File: src/rtl/seg_scan_6digit.sv
// Six-digit multiplexed 7-segment scanner.
// Walks the six BCD digits one at a time, decodes each to segments, lights
// the colon dots while the timer runs (blinking on each second tick) and
// flashes the whole display while the timer rings. All outputs are registered,
// so the driven digit lags the internal scan index by one cycle.
module seg_scan_6digit #(
    parameter int DIGIT_HOLD     = 1,
    parameter bit COM_ACTIVE_LOW = 1'b1,
    parameter bit LZ_BLANK       = 1'b1
) (
    input  logic       clk_1k,
    input  logic       rst,
    input  logic       tick_1hz,
    input  logic [1:0] timer_state,
    input  logic [3:0] h_tens,
    input  logic [3:0] h_ones,
    input  logic [3:0] m_tens,
    input  logic [3:0] m_ones,
    input  logic [3:0] s_tens,
    input  logic [3:0] s_ones,
    output logic [7:0] seg,
    output logic [5:0] com,
    output logic [2:0] scan_idx
);

    localparam logic [1:0] ST_RUNNING = 2'b10;
    localparam logic [1:0] ST_RINGING = 2'b11;
    localparam logic [7:0] HOLD_LAST  = 8'(DIGIT_HOLD - 1);
    localparam logic [5:0] COM_IDLE   = COM_ACTIVE_LOW ? 6'b111111 : 6'b000000;

    logic [2:0] idx_q,      idx_d;
    logic [7:0] hold_q,     hold_d;
    logic       colon_q,    colon_d;
    logic       blink_q,    blink_d;
    logic [7:0] seg_q,      seg_d;
    logic [5:0] com_q,      com_d;
    logic [2:0] scan_idx_q, scan_idx_d;

    logic [3:0] digit;
    logic [5:0] sel;

    // BCD to {g,f,e,d,c,b,a}; anything outside 0..9 shows a dash.
    function automatic logic [6:0] bcd_to_seg(input logic [3:0] v);
        case (v)
            4'd0:    bcd_to_seg = 7'h3F;
            4'd1:    bcd_to_seg = 7'h06;
            4'd2:    bcd_to_seg = 7'h5B;
            4'd3:    bcd_to_seg = 7'h4F;
            4'd4:    bcd_to_seg = 7'h66;
            4'd5:    bcd_to_seg = 7'h6D;
            4'd6:    bcd_to_seg = 7'h7D;
            4'd7:    bcd_to_seg = 7'h07;
            4'd8:    bcd_to_seg = 7'h7F;
            4'd9:    bcd_to_seg = 7'h6F;
            default: bcd_to_seg = 7'h40;
        endcase
    endfunction

    // Scan counter: hold each digit DIGIT_HOLD cycles, then step 0..5 and wrap.
    always_comb begin
        hold_d = hold_q + 8'd1;
        idx_d  = idx_q;
        if (hold_q == HOLD_LAST) begin
            hold_d = 8'd0;
            idx_d  = (idx_q == 3'd5) ? 3'd0 : idx_q + 3'd1;
        end
    end

    // Colon and flash phases; the state sampled this cycle decides what a tick does.
    always_comb begin
        colon_d = 1'b1;
        blink_d = 1'b0;
        if (timer_state == ST_RUNNING) begin
            colon_d = tick_1hz ? ~colon_q : colon_q;
        end
        if (timer_state == ST_RINGING) begin
            blink_d = tick_1hz ? ~blink_q : blink_q;
        end
    end

    // Next segment/common pattern for the digit the scan index points at now.
    always_comb begin
        case (idx_q)
            3'd0:    digit = h_tens;
            3'd1:    digit = h_ones;
            3'd2:    digit = m_tens;
            3'd3:    digit = m_ones;
            3'd4:    digit = s_tens;
            3'd5:    digit = s_ones;
            default: digit = 4'd0;
        endcase

        sel        = 6'b000001 << idx_q;
        com_d      = COM_ACTIVE_LOW ? ~sel : sel;
        scan_idx_d = idx_q;

        seg_d = {1'b0, bcd_to_seg(digit)};
        if (colon_q && (idx_q == 3'd1 || idx_q == 3'd3)) begin
            seg_d[7] = 1'b1;
        end
        if (LZ_BLANK && idx_q == 3'd0 && h_tens == 4'd0) begin
            seg_d = 8'h00;
        end
        if (blink_q) begin
            seg_d = 8'h00;
        end
    end

    // State and output registers; reset wins over everything, including tick_1hz.
    always_ff @(posedge clk_1k) begin
        if (rst) begin
            idx_q      <= 3'd0;
            hold_q     <= 8'd0;
            colon_q    <= 1'b1;
            blink_q    <= 1'b0;
            seg_q      <= 8'h00;
            com_q      <= COM_IDLE;
            scan_idx_q <= 3'd0;
        end else begin
            idx_q      <= idx_d;
            hold_q     <= hold_d;
            colon_q    <= colon_d;
            blink_q    <= blink_d;
            seg_q      <= seg_d;
            com_q      <= com_d;
            scan_idx_q <= scan_idx_d;
        end
    end

    assign seg      = seg_q;
    assign com      = com_q;
    assign scan_idx = scan_idx_q;

endmodule
File: config.mk
export PLATFORM = sky130hd
export DESIGN_NAME = seg_scan_6digit
export DESIGN_NICKNAME = d
export VERILOG_FILES = /design/src/rtl/seg_scan_6digit.sv
export SDC_FILE = /design/constraint.sdc
export NUM_CORES = 1
export LEC_CHECK = 0
export ABC_CLOCK_PERIOD_IN_PS = 8100
export BUFFER_PORTS_ARGS = -buffer_cell sky130_fd_sc_hd__buf_2
export CAP_MARGIN = 25
export CORE_MARGIN = 8
export CORE_UTILIZATION = 55
export CTS_BUF_LIST = sky130_fd_sc_hd__clkbuf_8
export CTS_CLUSTER_DIAMETER = 50
export DETAILED_ROUTE_END_ITERATION = 12
export PLACE_DENSITY = 0.84
export SLEW_MARGIN = 20
export SYNTH_ARGS = -nofsm -noshare
export SYNTH_HDL_FRONTEND = slang
export SYNTH_SLANG_ARGS = --single-unit
File: constraint.sdc
create_clock -name clk_1k -period 8.1 [get_ports clk_1k]
set_clock_uncertainty 0.15 [all_clocks]
set_input_delay 1.215 -clock clk_1k [delete_from_list [all_inputs] [get_ports clk_1k]]
set_output_delay 1.215 -clock clk_1k [all_outputs]
set_load 0.02 [all_outputs]
==> After elaboration in Yosys (flattened, before gate mapping) <==
Memories as Yosys holds them, arrays and structs flattened. A register that Yosys moved wholly into a read port is not among the register bits.
Index checks and enable logic that the tools add are counted.
W data, S select, Z words.
{ "op_classes": {"add_sub_neg": 2, "n_eq_ne": 7, "n_shift": 1, "muxes": 3, "n_bitwise": 5, "reduce_logical": 10} }
{ "ops": {"columns": ["op", "n"], "rows": [
  ["$pmux W4 S6", 1],
  ["$add A8 B1 Y8 const B", 1],
  ["$logic_not A8 Y1", 1],
  ["$eq A3 B2 Y1 const B", 2],
  ["$eq A3 B3 Y1 const B", 2],
  ["$not A6 Y6", 1],
  ["$reduce_or A2 Y1", 3],
  ["$shl A1 B3 Y6 const A", 1],
  ["$eq A2 B2 Y1 const B", 2],
  ["$logic_not A4 Y1", 1],
  ["$not A1 Y1", 4],
  ["$add A3 B1 Y3 const B", 1],
  ["$eq A3 B1 Y1 const B", 1],
  ["$logic_not A3 Y1", 1],
  ["$mux W3", 1],
  ["$reduce_or A3 Y1", 1],
  ["$logic_and A1 B1 Y1", 2],
  ["$logic_or A1 B1 Y1", 1],
  ["$mux W1", 1]
]} }
{ "totals": {"ff_bits": 30, "romBits": 112, "inputBits": 29, "output_inout_bits": 17, "mem_count": 1} }
{ "mem_list": {"columns": ["name", "depth", "width", "read_ports", "rd_ports_with_merged_regs", "write_ports", "line", "source"], "rows": [
  ["(no name shown)", 16, 7, 1, 1, 0, "44", "case (v)"]
]} }

==> Logic depth before layout (Yosys ltp) <==
{ "depth": {"word_depth": 4, "depth_mapped": 12, "mapped_depth_nobuf": 11} }

==> Worst setup path before layout <==
OpenSTA, ideal clock, no wires.
{ "synth_timing": {"kind": "input to register", "from": "input port m_ones[1]", "to": "register seg_q[6], in the netlist seg[6]", "setup_ns": 0.070, "t_arrival_ns": 2.682, "setup_slack_ns": 5.198, "stages": 6, "path_cell_list": "a22o_1 -> nor3_1 -> inv_1 -> ha_1 -> mux2_4 -> a21oi_1"} }
{ "synth_between": {"elab_chain_len": 1} }
{ "synth_lines": {"columns": ["element", "line", "source"], "rows": [
  ["start: declaration", "18", "input logic [3:0] m_ones,"],
  ["$pmux W4 S6", "83", "case (idx_q)"],
  ["end: declaration", "35", "logic [7:0] seg_q, seg_d;"]
]} }
Every way passes these cells.
A chain may end at the register's enable or synchronous reset.

==> Worst setup path after layout <==
{ "layout_timing": {"from": "register idx_q[2]", "to": "register seg_q[6], in the netlist seg[6]"} }
{ "layout_between": {"elab_chain_len": 3, "elab_cells_between_ends": 9} }
{ "layout_lines": {"columns": ["element", "line", "source"], "rows": [
  ["start: declaration", "31", "logic [2:0] idx_q, idx_d;"],
  ["start signal: assignment", "120", "idx_q <= idx_d;"],
  ["branches (longest 3 deep; another with $pmux W4 S6)", null, null]
]} }
Parallel ways; which one is timed is not known.

==> results.json <==
{
  "antenna_found_initial": 0,
  "insertion_delay_ns": 0.29,
  "min_from": "colon_q",
  "layout-drive-gt1-share": 0.302,
  "fin_setup_tns_ns": 0,
  "synth_top_cell_by_area": "dfxtp_1",
  "grt_overflow": 0,
  "fin_util": 0.718,
  "io_pins": 46,
  "via_per_inst": 5.42,
  "finalCritPeriodShare": 0.402,
  "drc_errors": 0,
  "place_hpwl_um": 2640,
  "cts_buffers": 5,
  "p_per_area_mw_per_mm2": 209,
  "synth_edf_count": 0,
  "grt_pass1_wl_um": 5730,
  "synth.top_cells.by_area": "dfxtp_1, ha_1, nor2_1, mux2i_1, xor2_1",
  "fillers": 194,
  "num_vias": 1241,
  "area_growth_pct": 23.8,
  "diodes": 0,
  "syn-cell-area_mm2": 0.00142,
  "syn_nets": 188,
  "drtAntennaViolNets": 0,
  "worstSetupStartpointType": "register",
  "row_count": 18,
  "drt-initial-drc-count": 46,
  "setup-violations-final": 0,
  "cp_cell_sequence": "inv_1, ha_1, a22o_1, nor3_1, inv_1, ha_1, mux2_4, a21oi_1",
  "h-tree-depth": 2,
  "cap_violations": 0,
  "yosysTopAreaCellShare": 0.422,
  "cts.path.max_buffers": 2,
  "drt_wl_total_um": 3450,
  "die_area_mm2": 0.00447,
  "dpl_cell_area_mm2": 0.00167,
  "hp-class": "reg2reg",
  "cts_tree": "yes",
  "peakVddDrop_mv": 0.178,
  "critical_path_arrival_ns": 3.32,
  "fmax_ghz": 0.307,
  "place_worst_setup_slack_ns": 4.87,
  "grt_pass1_vias": 1230,
  "outcome": "finished clean",
  "grt_start_max_net_pins": 16,
  "yosysUniqueCellTypes": 35,
  "min_period_ns": 3.26,
  "slowest_delay_ns": 0.68,
  "relSlewSlack": 0.452,
  "synth-seq-cells": 30,
  "critical_path_class": "reg2reg",
  "die_y_um": 66.9,
  "multiInputGateArea_um2": 769,
  "start_util": 0.580,
  "synthFlopType": "dfxtp_1",
  "yosysWarnings": 0,
  "fin_area_mm2": 0.00176,
  "gp_congestion": 0.867,
  "grt_usage": 0.171,
  "rsz0062_at_grt": "no",
  "critPathSlowestCell": "dfxtp_1",
  "worst-slew-pin-transition_ns": 0.816,
  "root_buffer": "clkbuf_8",
  "crit_fanout": 15,
  "postCtsSetupRepairBufs": 0,
  "setup_ws_ns": 4.84,
  "p_leak_uw": 0.000803,
  "netlist_instances": 150,
  "cts_sinks": 30,
  "r2r-start": "idx_q[2]",
  "dr.pass1.iters": 4,
  "slew_viol_final": 0,
  "final-hold-violation-count": 0,
  "end_kind": "register",
  "core-area_mm2": 0.00245,
  "seq_area_frac_synth": 0.422,
  "crit_path_start": "idx_q[2]",
  "final_nets": 236,
  "ys_async_sr_fraction": 0,
  "ctsResizeCount": 0,
  "required_ns": 8.16,
  "portBuffers": 45,
  "clkTransAtPathRegs_ns": 0.07,
  "register_area_um2": 601,
  "syn_area_per_cell_um2": 9.48,
  "wire_per_inst_um": 15.0,
  "ctsHoldBuffers": 0,
  "die_x_um": 66.9
}
## metal layers
layer | share of wire | vias up | track usage | routed length [um]
li1 | - | 617 | - | -
met1 | 0.40 | 580 | 0.175 | 1390
met2 | 0.48 | 36 | 0.280 | 1650
met3 | 0.094 | 8 | 0.0856 | 324
met4 | 0.021 | 0 | 0.0914 | 73
met5 | 0 | - | 0 | 0
## placed cells by master, fill, tap and decap left out, types with 3 or more instances in the layout
| master | n |
|---|---|
| buf_2 | 45 |
| nand2b_1 | 4 |
| nand3_1 | 9 |
| nor3_1 | 3 |
| ha_1 | 9 |
| inv_1 | 9 |
| nand2_1 | 11 |
| xor2_1 | 7 |
| dfxtp_1 | 30 |
| o21ai_0 | 4 |
| clkbuf_8 | 6 |
| a21oi_1 | 9 |
| mux2i_1 | 7 |
| nor2_1 | 19 |
## synth_stat cells (2+ instances only)
| cell | number |
|---|---|
| buf_2 | 3 |
| nand2_1 | 11 |
| mux2i_1 | 7 |
| ha_1 | 9 |
| nand3b_1 | 2 |
| a21oi_1 | 9 |
| nand2b_1 | 4 |
| nor3_1 | 3 |
| xor2_1 | 7 |
| nor2_1 | 19 |
| inv_1 | 9 |
| xnor2_1 | 2 |
| dfxtp_1 | 30 |
| o21ai_0 | 4 |
| and3_1 | 2 |
| mux4_2 | 2 |
| nand3_1 | 9 |
## flip-flops by register name (all words and copies together), names as in the netlist
register	flops
seg	8
scan_idx	3
colon_q	1
idx_q	3
hold_q	8
blink_q	1
com	6
## worst paths after layout
| kind | to | slack (ns) | depth (start not counted) |
|---|---|---|---|
| hold / removal | seg[7] | 0.33 | 2 |
| setup reg to reg | seg[6] | 4.84 | 8 |
| hold reg to reg | seg[7] | 0.33 | 2 |
| setup / recovery | seg[6] | 4.84 | 8 |
## cells by family after synthesis
kind of cell / share of synthesized area
AO/OA/AOI/OAI: 0.109
XOR/XNOR: 0.0554
adder cells (fa/ha/maj): 0.0792
buffers and inverters: 0.0369
flip-flops: 0.422
multiplexers: 0.0915
AND/OR/NAND/NOR: 0.206
## per-stage QoR
stage	total power (uW)	std cells	hold WS [ns]
floorplan	221	150	0.290
global placement	245	221	0.316
detailed placement	246	221	0.320
CTS	371	229	0.332
global route	389	229	0.350
finish	368	229	0.327
## where the power goes
part	internal (uW)	switching [uW]
Combinational	33.8	46.6
Clock	68.1	56.1
Sequential	157	5.93
Total	259	109
## worst max-delay path: cells and delay by family, from the launching register on
family	cells	cell delay [ns]
DFF	1	0.68
muxes	1	0.26
buffers and inverters	2	0.40
adders and majority gates	2	0.61
AOI/OAI and AO/OA	2	0.41
and+or+nand+nor	1	0.68
## final cells by class
class                   count  share of cell area
multi-input cells         107               0.437
flip-flops and latches     30               0.341
repair buffers             45               0.128
clock buffers               6              0.0469
well taps                  30              0.0213
inverters                   9              0.0192
clock inverters             2             0.00710
No activity file was read; power rests on OpenSTA's default activity.
